**src/rtl/frame_pixel_writer.sv**
```systemverilog
// Validates incoming frame dimensions, converts parser pixels to RGB444, buffers them
// in a small FIFO and writes them to the frame buffer at raster addresses.
module frame_pixel_writer #(
    parameter int unsigned MAX_W      = 320,
    parameter int unsigned MAX_H      = 240,
    parameter int unsigned ADDR_W     = 17,
    parameter int unsigned FIFO_DEPTH = 4
) (
    input  logic              clk,
    input  logic              reset,
    input  logic [7:0]        pix_r,
    input  logic [7:0]        pix_g,
    input  logic [7:0]        pix_b,
    input  logic              pix_valid,
    input  logic [15:0]       height,
    input  logic [15:0]       width,
    input  logic              dim_valid,
    input  logic              mem_ready,
    output logic [ADDR_W-1:0] mem_addr,
    output logic [11:0]       mem_data,
    output logic              mem_we,
    output logic              frame_done,
    output logic              dim_error,
    output logic              overflow,
    output logic              busy
);

    localparam int unsigned PTR_W = (FIFO_DEPTH > 1) ? $clog2(FIFO_DEPTH) : 1;

    localparam logic [2:0] S_IDLE  = 3'd0;
    localparam logic [2:0] S_CHECK = 3'd1;
    localparam logic [2:0] S_RUN   = 3'd2;
    localparam logic [2:0] S_DONE  = 3'd3;
    localparam logic [2:0] S_ERROR = 3'd4;

    logic [2:0]        state;
    logic [15:0]       w_q;
    logic [15:0]       h_q;
    logic [15:0]       col;
    logic [15:0]       row;
    logic [ADDR_W-1:0] addr;
    logic [ADDR_W-1:0] line_base;
    logic              last_pending;

    logic [11:0]       fifo_mem [FIFO_DEPTH];
    logic [PTR_W-1:0]  wr_ptr;
    logic [PTR_W-1:0]  rd_ptr;
    logic [PTR_W:0]    count;

    logic        accepting;
    logic        fifo_empty;
    logic        fifo_full;
    logic        pop;
    logic        push;
    logic        drop;
    logic        at_eol;
    logic        at_last;
    logic        dims_bad;
    logic [11:0] entry;

    always_comb begin
        accepting  = (state == S_CHECK) || (state == S_RUN);
        fifo_empty = (count == '0);
        fifo_full  = (count == (PTR_W + 1)'(FIFO_DEPTH));
        // Once the last pixel has been popped, anything left in the FIFO is surplus.
        pop        = (state == S_RUN) && !fifo_empty && mem_ready && !last_pending;
        push       = pix_valid && accepting && (!fifo_full || pop);
        drop       = pix_valid && ((state == S_IDLE) || (state == S_DONE) ||
                                   (accepting && fifo_full && !pop));
        at_eol     = (col == w_q - 16'd1);
        at_last    = at_eol && (row == h_q - 16'd1);
        dims_bad   = (w_q == 16'd0) || (h_q == 16'd0) ||
                     (32'(w_q) > MAX_W) || (32'(h_q) > MAX_H);
        entry      = {pix_r[7:4], pix_g[7:4], pix_b[7:4]};
        busy       = accepting;
    end

    always_ff @(posedge clk) begin
        if (push) begin
            fifo_mem[wr_ptr] <= entry;
        end
    end

    always_ff @(posedge clk) begin
        if (reset) begin
            state        <= S_IDLE;
            w_q          <= '0;
            h_q          <= '0;
            col          <= '0;
            row          <= '0;
            addr         <= '0;
            line_base    <= '0;
            last_pending <= 1'b0;
            wr_ptr       <= '0;
            rd_ptr       <= '0;
            count        <= '0;
            mem_addr     <= '0;
            mem_data     <= '0;
            mem_we       <= 1'b0;
            frame_done   <= 1'b0;
            dim_error    <= 1'b0;
            overflow     <= 1'b0;
        end else begin
            mem_we     <= pop;
            frame_done <= 1'b0;

            if (push) begin
                wr_ptr <= wr_ptr + PTR_W'(1);
            end

            if (pop) begin
                mem_data <= fifo_mem[rd_ptr];
                mem_addr <= addr;
                rd_ptr   <= rd_ptr + PTR_W'(1);
                // Line stride is MAX_W, so the next row starts one stride past line_base.
                if (at_eol) begin
                    col       <= '0;
                    row       <= row + 16'd1;
                    addr      <= line_base + ADDR_W'(MAX_W);
                    line_base <= line_base + ADDR_W'(MAX_W);
                end else begin
                    col  <= col + 16'd1;
                    addr <= addr + ADDR_W'(1);
                end
                if (at_last) begin
                    last_pending <= 1'b1;
                end
            end

            case ({push, pop})
                2'b10:   count <= count + (PTR_W + 1)'(1);
                2'b01:   count <= count - (PTR_W + 1)'(1);
                default: count <= count;
            endcase

            if (drop) begin
                overflow <= 1'b1;
            end

            case (state)
                S_IDLE: begin
                    if (dim_valid) begin
                        w_q   <= width;
                        h_q   <= height;
                        state <= S_CHECK;
                    end
                end
                S_CHECK: begin
                    if (dims_bad) begin
                        dim_error <= 1'b1;
                        state     <= S_ERROR;
                    end else begin
                        state <= S_RUN;
                    end
                end
                S_RUN: begin
                    // Last write is on the bus this cycle; done follows one cycle later.
                    if (last_pending) begin
                        frame_done <= 1'b1;
                        state      <= S_DONE;
                    end
                end
                default: state <= state;
            endcase
        end
    end

endmodule

```
**config.mk**
```make
export PLATFORM = sky130hd
export DESIGN_NAME = frame_pixel_writer
export DESIGN_NICKNAME = d
export VERILOG_FILES = /design/src/rtl/frame_pixel_writer.sv
export SDC_FILE = /design/constraint.sdc
export NUM_CORES = 1
export LEC_CHECK = 0
export ABC_CLOCK_PERIOD_IN_PS = 3100
export CORE_UTILIZATION = 51
export CTS_CLUSTER_SIZE = 30
export DETAILED_ROUTE_END_ITERATION = 12
export PLACE_DENSITY = 0.76
export RECOVER_POWER = 50
export SLEW_MARGIN = 10
export SYNTH_ARGS = -nofsm -noshare
export SYNTH_HDL_FRONTEND = slang
export SYNTH_SLANG_ARGS = --single-unit
```
**constraint.sdc**
```tcl
create_clock -name clk -period 3.1 [get_ports clk]
set_input_delay 0.465 -clock clk [delete_from_list [all_inputs] [get_ports clk]]
set_output_delay 0.465 -clock clk [all_outputs]
set_load 0.05 [all_outputs]
```
==> Yosys cells after proc, flatten, opt, wreduce, memory -nomap -nowiden <==
Memory sizes are Yosys's and may differ from the RTL's. A register that Yosys moved wholly into a read port is not among the register bits.
Index checks and enable logic that the tools add are counted.
{ "word_totals": {"reg_bits": 130, "latchBits": 0, "ramBits": 48, "romBits": 0, "output_inout_bits": 34, "mem_count": 1} }
{ "classes": {"n_addsub": 10, "n_mul": 0, "n_div": 0, "magnitude_cmp": 2, "eq_ne": 10, "shift": 0, "mux": 10, "n_bitwise": 1, "reduce_logical": 32} }
{ "memory_table": {"columns": ["name", "depth", "word_bits", "read_ports", "rd_clocked_by_memory_dff", "wr", "line_no", "text"], "rows": [
  ["fifo_mem", 4, 12, 1, 1, 1, "45", "logic [11:0] fifo_mem [FIFO_DEPTH];"]
]} }
{ "op_table": {"columns": ["cell", "count"], "rows": [
  ["adder 16 x 1 -> 16 bit, second input constant", 2],
  ["== test 16 bit", 2],
  ["logical NOT 16 bit", 2],
  ["subtractor 16 x 1 -> 16 bit, second input constant", 2],
  ["adder 17 x 1 -> 17 bit, second input constant", 1],
  ["adder 17 x 9 -> 17 bit, second input constant", 1],
  ["two-way mux 17 bit", 1],
  ["> comparator 16 x 8 -> 1 bit, second input constant", 1],
  ["> comparator 16 x 9 -> 1 bit, second input constant", 1],
  ["two-way mux 16 bit", 1],
  ["logical AND 1 bit", 9],
  ["two-way mux 3 bit", 3],
  ["one-hot mux 3 bit (3 select lines)", 1],
  ["AND reduction 2 bit", 4],
  ["logical OR 1 bit", 7],
  ["== test 3 x 2 -> 1 bit, second input constant", 2],
  ["logical NOT 3 bit", 2],
  ["one-hot mux 3 bit (2 select lines)", 1],
  ["adder 2 x 1 -> 2 bit, second input constant", 2],
  ["logical NOT 1 bit", 4],
  ["inequality test 2 bit, second input constant", 2],
  ["adder 3 x 1 -> 3 bit, second input constant", 1],
  ["== test 3 x 1 -> 1 bit, second input constant", 1],
  ["== test 3 bit, second input constant", 1],
  ["other kinds (9)", 11]
]} }

==> Longest topological paths before layout <==
{ "depth": {"word_depth": 9, "ltp_mapped": 13, "mapped_depth_nobuf": 9} }

==> Worst setup path after synthesis <==
No wires, ideal clock.
{ "synth_timing": {"path_kind": "register to register", "startpoint": "register w_q[9]", "endpoint": "register row[13]", "arrival_ns": 3.029, "t_required_ns": 2.977, "setup_slack_ns": -0.053, "path_stages_with_launch": 10, "n_path_buf": 2, "period_less_slack_ns": 3.153, "path_cell_list": "dfxtp_1 > buf_6 > or4_4 > or3_1 > a2111o_1 > a2111oi_2 > nand4_2 > buf_6 > nor4_1 > mux2_1"} }
{ "synth_via": {"elab_chain_len": 3} }
{ "synth_lines": {"columns": ["item", "line_no", "text"], "rows": [
  ["start: declaration", "37", "logic [15:0] w_q;"],
  ["start signal: assignment", "143", "w_q <= width;"],
  ["subtractor 16 x 1 -> 16 bit", "70", "at_eol = (col == w_q - 16'd1);"],
  ["== test 16 bit", "70", null],
  ["AND reduction 2 bit (no source line)", null, null],
  ["end signal: assignment", "118", "row <= row + 16'd1;"],
  ["end: declaration", "40", "logic [15:0] row;"]
]} }
Every way passes these cells.
A chain may end at the register's enable or synchronous reset.

==> Worst setup path after layout <==
{ "layout_timing": {"startpoint": "register w_q[9]", "endpoint": "register addr[9]"} }
{ "layout_via": {"elab_chain_len": 3} }
{ "layout_lines": {"columns": ["item", "line_no", "text"], "rows": [
  ["subtractor 16 x 1 -> 16 bit", "70", null],
  ["== test 16 bit", "70", null],
  ["two-way mux 17 bit", "116", "if (at_eol) begin"],
  ["end signal: assignment", "119", "addr <= line_base + ADDR_W'(MAX_W);"],
  ["end signal: assignment", "123", "addr <= addr + ADDR_W'(1);"],
  ["end: declaration", "41", "logic [ADDR_W-1:0] addr;"]
]} }
Every way passes these cells.

==> results.md <==
- First-pass iteration count of the detailed router: 5
- Area post-placement: 0.00992 mm^2
- Global-route wire length before repair: 33100 um
- TritonCTS clock tree: done
- DRC: 0
- Setup TNS: -0.0217 ns
- Iter 0 DRT Violations: 543
- Die ar.: 0.0177 mm^2
- Clock tree buffer depth: 2
- CTS Buf Count: 17
- Area delta synth->final: 21.9%
- Global route overflow: 0
- Cell area after synthesis: 0.00875 mm^2
- Seq. cell area: 0.00417 mm^2
- Vias/cell: 5.65
- IO Port Bufs: 82
- RSZ-0062 raised after global routing: yes
- Final Hold Vio Count: 0
- Depth of the most critical reg-to-reg path: 9
- I/O pin total: 95
- Core area: 0.0166 mm^2
- Worst setup EP type: register
- Number of global-route vias before repair: 6795
- Final Wtd Congestion: 0.843
- Worst-path clk slew: 0.09 ns
- Gate power share: 0.118
- Status: finished, violations left
- H-tree depth: 4
- Chip Height: 133 um
- Mapped Cells: 953
- Initial core utilization: 0.526
- Util after Layout: 0.641
- Antenna viol nets, final: 0
- Primary FF master, synth: dfxtp_1
- Crit path DAT: 3.50 ns
- Multi-input combinational cell area: 0.00437 mm^2
- Clock latency on the worst-skew pair: 0.45 ns
- Fillers: 1340
- Clock Sinks: 184
- Largest net degree at the start of global routing: 73
- Post-synth EDFFs: 48
- F_max: 320 MHz
- Peak supply drop: 0.000410 V
- Synth Register Bits: 184
- CP Launch Type: register
- Failing checks: max-capacitance violations, max-slew violations, negative setup slack
- Crit Path Class: reg2reg
- Fin cells: 1265
- Final setup viols: 1
- Period Utilization, post-route: 1.01
- Root buf cell: clkbuf_16
- Skew final: 0.0129 ns
- Pleak: 3.83 nW
- Die width: 133 um
- Slew margin rel.: -0.219
- Final min period: 3.12 ns
- Max Slew Vio Count: 74
- Final instance area: 0.0107 mm^2
- Setup WS post-layout: -0.0217 ns
- Layout cells sized above 1: 0.123
- HP Class: reg2reg
- Syn_nets: 1025
- Slew @ Worst Pin: 1.83 ns
- # diodes: 0
- Async set or reset register ratio after synthesis: 0
- DR WL/cell: 16.0 um
- Post-Place Cells: 1232
- Clock Power Share: 0.415
- Via count: 7142
- Mapped Avg Cell Area: 9.19 um^2
- Int Power: 3.94 mW
- Seq pwr share: 0.467
- Max cap viols: 2
- NumNets Final: 1104
- CP required: 3.48 ns
- Initial antenna violation count: 0
- Switching part of the total: 0.284
- Post-synthesis sequential area ratio: 0.476
- Final wirelength: 20300 um
- Number of synthesis warnings: 0
- Worst Path Max Fanout: 17
- Hold-fix buffers at CTS: 0
- PD cells: 516 mW/mm^2
- Hold Crit Depth: 2
- HPWL Detailed: 13100 um
- Net switching power figure: 1.56 mW
- Distinct cells, synth: 64
- Num rows: 47
- Total track usage: 0.237
worst paths after layout:
kind	start	end	slack, ns
max	w_q[9]	addr[9]	-0.02
min	mem_addr[3]	mem_addr[3]	0.45
min reg2reg	mem_addr[3]	mem_addr[3]	0.45
max reg2reg	w_q[9]	addr[9]	-0.02
what timing repair did:
item	in CTS	in global routing
gates resized for setup	10	14
endpoints found under the setup margin	7	51
setup buffers	1	0
pin swaps	2	2
gates cloned	1	0
state kept, by name (all words and copies together), names as in the netlist, 2 cells and up:
signal and count:
row 16, count 3, w_q 16, mem_addr 17
wr_ptr 2, addr 17, state 3, col 16
fifo_mem 48, mem_data 12, line_base 11, h_q 16
rd_ptr 2
worst max-delay path: stages, from the launching register on:
cell       delay (ns)
dfxtp_2          0.33
or4_4            0.53
or3_4            0.38
a2111o_1         0.41
a2111oi_4        0.30
nand4_2          0.19
buf_12           0.21
buf_4            0.16
or4_1            0.47
nand3_1          0.08
logic make-up (layout without fill, tap and decap cells):
family | Yosys count | after routing | synth area share
AND/OR/NAND/NOR | 418 | 418 | 0.231
flip-flops | 184 | 184 | 0.476
AO/OA/AOI/OAI | 152 | 152 | 0.107
buffers and inverters | 80 | 172 | 0.0374
XOR/XNOR | 76 | 76 | 0.0760
multiplexers | 32 | 32 | 0.0565
adder cells (fa/ha/maj) | 11 | 11 | 0.0166
layer usage:
metal | global-route usage | vias up | routed length, um
met4 | 0.0696 | 0 | 309
met5 | 0 | - | 0
met1 | 0.304 | 3418 | 8950
met2 | 0.401 | 198 | 10000
li1 | - | 3502 | -
met3 | 0.0525 | 24 | 1030
cell usage after synthesis (all sizes together) (3+ instances only):
| cell type | n | area, um^2 |
|---|---|---|
| a211oi | 7 | 52.6 |
| a21boi | 3 | 22.5 |
| a21oi | 81 | 405 |
| a31oi | 8 | 50.1 |
| and2 | 6 | 37.5 |
| and3 | 16 | 100 |
| and4 | 4 | 35.0 |
| and4b | 3 | 30.0 |
| buf | 8 | 57.6 |
| clkbuf | 52 | 195 |
| dfxtp | 136 | 2720 |
| edfxtp | 48 | 1440 |
| ha | 10 | 125 |
| inv | 20 | 75.1 |
| mux2 | 19 | 214 |
| mux4 | 12 | 270 |
| nand2 | 158 | 593 |
| nand2b | 5 | 31.3 |
| nand3 | 34 | 170 |
| nand3b | 4 | 30.0 |
| nand4 | 17 | 113 |
| nor2 | 71 | 267 |
| nor2b | 19 | 119 |
| nor3 | 32 | 160 |
| nor3b | 7 | 52.6 |
| nor4 | 12 | 75.1 |
| o211ai | 3 | 22.5 |
| o21a | 4 | 30.0 |
| o21ai | 18 | 101 |
| o311ai | 5 | 43.8 |
| o41ai | 5 | 43.8 |
| or2 | 11 | 68.8 |
| or3 | 11 | 68.8 |
| or4 | 5 | 41.3 |
| xnor2 | 34 | 298 |
| xor2 | 42 | 368 |
power groups by stage:
stage               Combinational, mW  Clock [mW]  Sequential [mW]
floorplan                       0.418           0             2.62
global placement                0.624           0             2.62
detailed placement              0.635           0             2.63
CTS                             0.649        2.32             2.57
global route                    0.714        2.43             2.58
finish                          0.648        2.29             2.57
layout make-up:
type                       instances  area share
multi-input combinational        689       0.410
inverter                          20     0.00704
timing repair buffer             120       0.106
sequential                       184       0.390
clock buffer                      17      0.0399
tap                              220      0.0258
clock inverter                    15      0.0209
cell usage in the layout (no fill, tap or decap), types with 34 or more instances in the layout:
cell type          n
nand2_1          158
nor2_1            70
xnor2_1           34
dfxtp_1          135
nand3_1           34
xor2_1            42
clkdlybuf4s50_1   42
a21oi_1           80
edfxtp_1          48
dlygate4sd3_1     39
through the flow:
stage / setup slack (ns) / hold WS [ns] / power, mW
2_1_floorplan: 0.0349 / 0.444 / 3.04
3_3_place_gp: -0.0115 / 0.442 / 3.25
3_5_place_dp: -0.0693 / 0.450 / 3.26
4_1_cts: -0.0164 / 0.462 / 5.54
5_1_grt: -0.112 / 0.475 / 5.72
6_report: -0.0217 / 0.452 / 5.50
No activity file was read; power rests on OpenSTA's default activity.
==> RTL change 1, RTL diff (same flow settings) <==
Change the parameter `FIFO_DEPTH` from 4 to 8.
--- a/src/rtl/frame_pixel_writer.sv
+++ b/src/rtl/frame_pixel_writer.sv
@@ -4,7 +4,7 @@
     parameter int unsigned MAX_W      = 320,
     parameter int unsigned MAX_H      = 240,
     parameter int unsigned ADDR_W     = 17,
-    parameter int unsigned FIFO_DEPTH = 4
+    parameter int unsigned FIFO_DEPTH = 8
 ) (
     input  logic              clk,
     input  logic              reset,
Function: changed (a bounded check fails within 10 cycles, from zero or initial values and one cycle with reset high).
==> RTL change 1 against the unedited design <==
  * The flow finishes with violations (negative setup slack)
  * Power rose by 24%
  * Worst setup slack gained 0.0016 ns
  * First-iteration DRC count decreased by 30%
  * Combinational power up 9.4%
  * Final area increased by 21%
  * Worst hold slack lost 0.017 ns
  * Wire length is 9.2% higher
  * Non-clock buffer count rose by 17
  * Area after synthesis up 20%
  * Sequential cell count rose by 51
  * Largest power group unchanged
==> RTL change 1: results (changes against the unedited design) <==
* Slew HR at 39.92% (+62 points)
* Synth cell count leaders: nand2_1 (142), dfxtp_1 (139), edfxtp_1 (96)
* Clk slew on worst S/H paths at 0.06 ns (-0.03 ns)
* Setup violators final at 1 (unchanged)
* Num CTS Buffers at 25 (+8)
* FILL cells at 1,583 (+18%)
* Placer Congestion at 0.8842 (+4.9%)
* Synth top area cells: edfxtp_1 (27%), dfxtp_1 (27%), mux4_2 (5.2%), nand2_1 (5.1%), a21oi_1 (4.0%)
* Post-Place Worst Slack at -0.02575 ns (+0.04359 ns)
* Fraction of layout cells with a size suffix above 1 at 14.50% (+2.2 points)
* Peak supply drop at 0.5515 mV (+35%)
* H-Tree Level Count at 1 (-3)
* Hold Path Origin: reset
* Hold EP: row[2]
* EDFF count, synth at 96 (+100%)
* Vias at 7,749 (+8.5%)
* Layout Nets at 1,185 (+7.3%)
* Largest net degree at the start of global routing at 64 (-12%)
* FF-to-FF path depth at 13 (+4)
* Placed Cells at 1,347 (+9.3%)
* Crit path DAT at 3.57 ns (+0.07 ns)
* Sequential share of the synthesized area at 53.99% (+6.4 points)
* Drt first pass iters at 4 (-1)
* Status: finished with violations
* Failing checks: negative setup slack
* Hold Slack at 0.4356 ns (-0.01680 ns)
* Placed inst area at 0.01181 mm2 (+19%)
* Fin worst setup slack at -0.02011 ns (+0.001587 ns)
* Biggest regs: fifo_mem (96), addr (17), mem_addr (17)
* Synth cell types at 65 (+1.6%)
* R2R Path End: line_base[12]
* P_leak at 4.318 nW (+13%)
[RTL change 1: cell types whose count changed after synthesis, sizes merged, moves of 14 or more]
cell | before | now
edfxtp | 48 | 96
mux2 | 19 | 0
nor2b | 19 | 1
mux2i | 1 | 18
nand2 | 158 | 142
or3 | 11 | 27
nor3 | 32 | 18
[RTL change 1: metal layers]
metal | share of wire (%) | vias to the layer above | global-route usage (%)
met5 | 0 | - | 0
met4 | 2.2 | 0 | 6.158
met3 | 5.0 | 40 | 3.009
met2 | 49 | 180 | 34.47
met1 | 44 | 3698 | 27.67
li1 | - | 3831 | -
[RTL change 1: worst max path at each step]
stage          cells past startpoint            end   start
5_1_grt                           13  line_base[12]  w_q[1]
2_1_floorplan                     13   last_pending  w_q[0]
3_3_place_gp                      12         row[9]  w_q[0]
4_1_cts                           10       addr[11]  w_q[1]
3_5_place_dp                      10       addr[11]  w_q[9]
6_report                          13  line_base[12]  w_q[0]
[RTL change 1: power by group]
part	internal, mW	switching, mW	leakage (nW)
Sequential	3.27	0.0533	1.99
Combinational	0.326	0.383	1.95
Clock	1.59	1.19	0.375
[RTL change 1: timing repair]
item / in CTS / in global routing
buffers inserted: 0 / 6
pin swaps: 1 / 17
setup endpoints to repair: 1 / 50
cloned: 0 / 3
resized for setup: 0 / 45
[RTL change 1: final cells by class]
type                       count  share of cell area [%]
multi-input combinational    693                   36.31
clock inverter                 9                  0.5254
inverter                      21                  0.6130
sequential                   235                   44.07
clock buffer                  36                   5.497
tap                          270                   2.627
timing repair buffer         137                   10.35
[RTL change 1: kinds of logic (layout without fill, tap and decap cells)]
family | after synthesis | count (layout) | share of synthesized area [%]
adders and majority gates | 11 | 11 | 1.383
buffers and inverters | 83 | 203 | 3.207
xor gates and xnor gates | 83 | 83 | 7.059
and+or+nand+nor | 382 | 382 | 17.53
DFF | 235 | 235 | 53.99
muxes | 42 | 42 | 6.868
AOI/OAI and AO/OA | 175 | 175 | 9.968
[RTL change 1: critical path: stages, from the launching register on]
cell and delay [ns]:
dfxtp_2 0.32, inv_2 0.06, ha_4 0.12, or4b_4 0.49, a2111o_1 0.35, a2111oi_4 0.30
a211o_1 0.15, and4b_1 0.23, buf_6 0.13, buf_4 0.11, nand3_4 0.11, buf_12 0.18
or3_1 0.34, a21oi_1 0.14
==> RTL change 2, RTL diff (same flow settings) <==
Made on the original files. Register the output `overflow` once more, cleared by the reset; this adds one clock of latency there. The other outputs are not delayed to match.
--- a/src/rtl/frame_pixel_writer.sv
+++ b/src/rtl/frame_pixel_writer.sv
@@ -32,6 +32,8 @@
     localparam logic [2:0] S_RUN   = 3'd2;
     localparam logic [2:0] S_DONE  = 3'd3;
     localparam logic [2:0] S_ERROR = 3'd4;
+
+    logic overflow_s0;
 
     logic [2:0]        state;
     logic [15:0]       w_q;
@@ -99,7 +101,7 @@
             mem_we       <= 1'b0;
             frame_done   <= 1'b0;
             dim_error    <= 1'b0;
-            overflow     <= 1'b0;
+            overflow_s0  <= 1'b0;
         end else begin
             mem_we     <= pop;
             frame_done <= 1'b0;
@@ -134,7 +136,7 @@
             endcase
 
             if (drop) begin
-                overflow <= 1'b1;
+                overflow_s0 <= 1'b1;
             end
 
             case (state)
@@ -165,5 +167,13 @@
         end
     end
 
+    always_ff @(posedge clk) begin
+        if (reset) begin
+            overflow <= '0;
+        end else begin
+            overflow <= overflow_s0;
+        end
+    end
+
 endmodule
 
Function: changed (a bounded check fails within 4 cycles, from zero or initial values and one cycle with reset high).
==> RTL change 2 against the unedited design <==
  * Worst setup slack better by 0.20 ns
  * Wire length is 12% lower
  * Final cell count is 2.5% lower
  * Final area is 3.1% lower
  * Fmax is 7.0% higher
  * Critical path depth stayed put
  * Sequential cell count is 1 higher
  * Synthesized cell count is 3.1% lower
  * Area after synthesis is 2.9% lower
  * Power is 0.18% lower
==> RTL change 2: results (changes against the unedited design) <==
* Crit path DAT at 3.28 ns (-0.22 ns)
* Sequential share of the synthesized area at 49.21% (+1.6 points)
* Post-Place Worst Slack at 0.08040 ns (+0.1497 ns)
* Mapped Avg Cell Area at 9.213 um2 (+0.30%)
* Drt first pass iters at 4 (-1)
* Crit-path max FO at 19 (+2)
* Setup Skew at 0.01410 ns (+0.001213 ns)
* Worst reg2reg setup slack at 0.18 ns (+0.20 ns)
* Post-synth net total at 995 (-2.9%)
* Routed length per instance at 14.52 um (-9.5%)
* 1st-iter DRT viols at 373 (-31%)
* FILL cells at 1,317 (-1.7%)
* Status: finished clean
* Global Route Usage Sum at 21.70% (-2.0 points)
* Via-to-Cell Ratio at 5.374 (-4.8%)
* Synth cell types at 66 (+3.1%)
* Peak supply drop at 0.4108 mV (+0.25%)
* Met1 WL at 8.182 mm (-8.6%)
* Met2 wire length at 9.074 mm (-9.3%)
* Met3 wire len at 388 um (-62%)
* Largest net degree at the start of global routing at 69 (-5.5%)
* First-pass GRT wire length at 30.32 mm (-8.5%)
* DP HPWL at 12.52 mm (-4.3%)
* Worst Max-Slew Pin Slew at 1.114 ns (-0.7153 ns)
* Fraction of layout cells with a size suffix above 1 at 9.037% (-3.3 points)
-- RTL change 2: cell types whose count changed after synthesis, sizes merged, moves of 7 or more --
cell | unedited run | this run
nor3 | 32 | 15
nor2 | 71 | 87
clkbuf | 52 | 37
nand2 | 158 | 173
mux2 | 19 | 7
nand3 | 34 | 22
a21oi | 81 | 91
xnor2 | 34 | 43
nor2b | 19 | 11
or3 | 11 | 18
-- RTL change 2: timing repair --
item,4_1_cts,5_1_grt
gates resized for setup,0,5
endpoints found under the setup margin,0,19
hold buffers,0,0
-- RTL change 2: final cells by class --
type | instances | area [um2] | share of cell area, %
clock buffers | 17 | 425.4 | 4.117
clock inverters | 15 | 211.5 | 2.046
inverters | 17 | 63.81 | 0.6175
multi-input cells | 671 | 4110 | 39.77
flip-flops and latches | 185 | 4184 | 40.49
well taps | 216 | 270.3 | 2.615
repair buffers | 113 | 1069 | 10.34
-- RTL change 2: path summary, 6_finish.rpt --
check	start	endpoint	cells after the start
max reg2reg	w_q[2]	line_base[16]	9
min reg2reg	mem_addr[8]	mem_addr[8]	2
min	mem_addr[8]	mem_addr[8]	2
max	w_q[2]	line_base[16]	9
-- RTL change 2: cell families after synthesis --
group	after synthesis	share of synthesized area (%)
compound gates	153	10.83
fa+ha+maj	11	1.707
xor+xnor	82	8.446
buf+inv	67	3.016
simple gates	405	22.57
mux	20	4.223
flops	185	49.21
-- RTL change 2: power breakdown --
| group | leakage [nW] | total [mW] | switching (mW) | internal, mW |
|---|---|---|---|---|
| logic | 1.72 | 0.633 | 0.348 | 0.285 |
| clock network | 0.307 | 2.28 | 1.09 | 1.19 |
| registers | 1.54 | 2.58 | 0.0547 | 2.53 |
| total | 3.57 | 5.49 | 1.49 | 4.00 |
-- RTL change 2: critical path, stage by stage (launching register included) --
cell	delay, ns
dfxtp_1	0.31
or4_4	0.55
or3_4	0.40
xnor2_2	0.15
nand4_1	0.15
nor4_4	0.38
nand3_4	0.16
buf_4	0.23
or3_1	0.35
a21oi_1	0.14
-- RTL change 2: through the flow --
| stage | TNS [ns] | hold WS (ns) | instance area, um2 | utilization [%] | power, mW |
|---|---|---|---|---|---|
| after global routing | -0.008561 | 0.4775 | 10330 | 64.35 | 5.717 |
| after global placement | 0 | 0.4438 | 9669 | 60.22 | 3.241 |
| after floorplan | 0 | 0.4290 | 8503 | - | 3.042 |
| after CTS | 0 | 0.4579 | 10310 | 64.18 | 5.525 |
| after detailed placement | 0 | 0.4482 | 9669 | 60.22 | 3.251 |
| final | 0 | 0.4543 | 10330 | 64.35 | 5.495 |
-- RTL change 2: per-layer routing --
metal  up-vias  track usage [%]
met5         -                0
met4         0            7.190
met3        20            3.897
met2        81            38.00
met1      3151            26.87
li1       3379                -
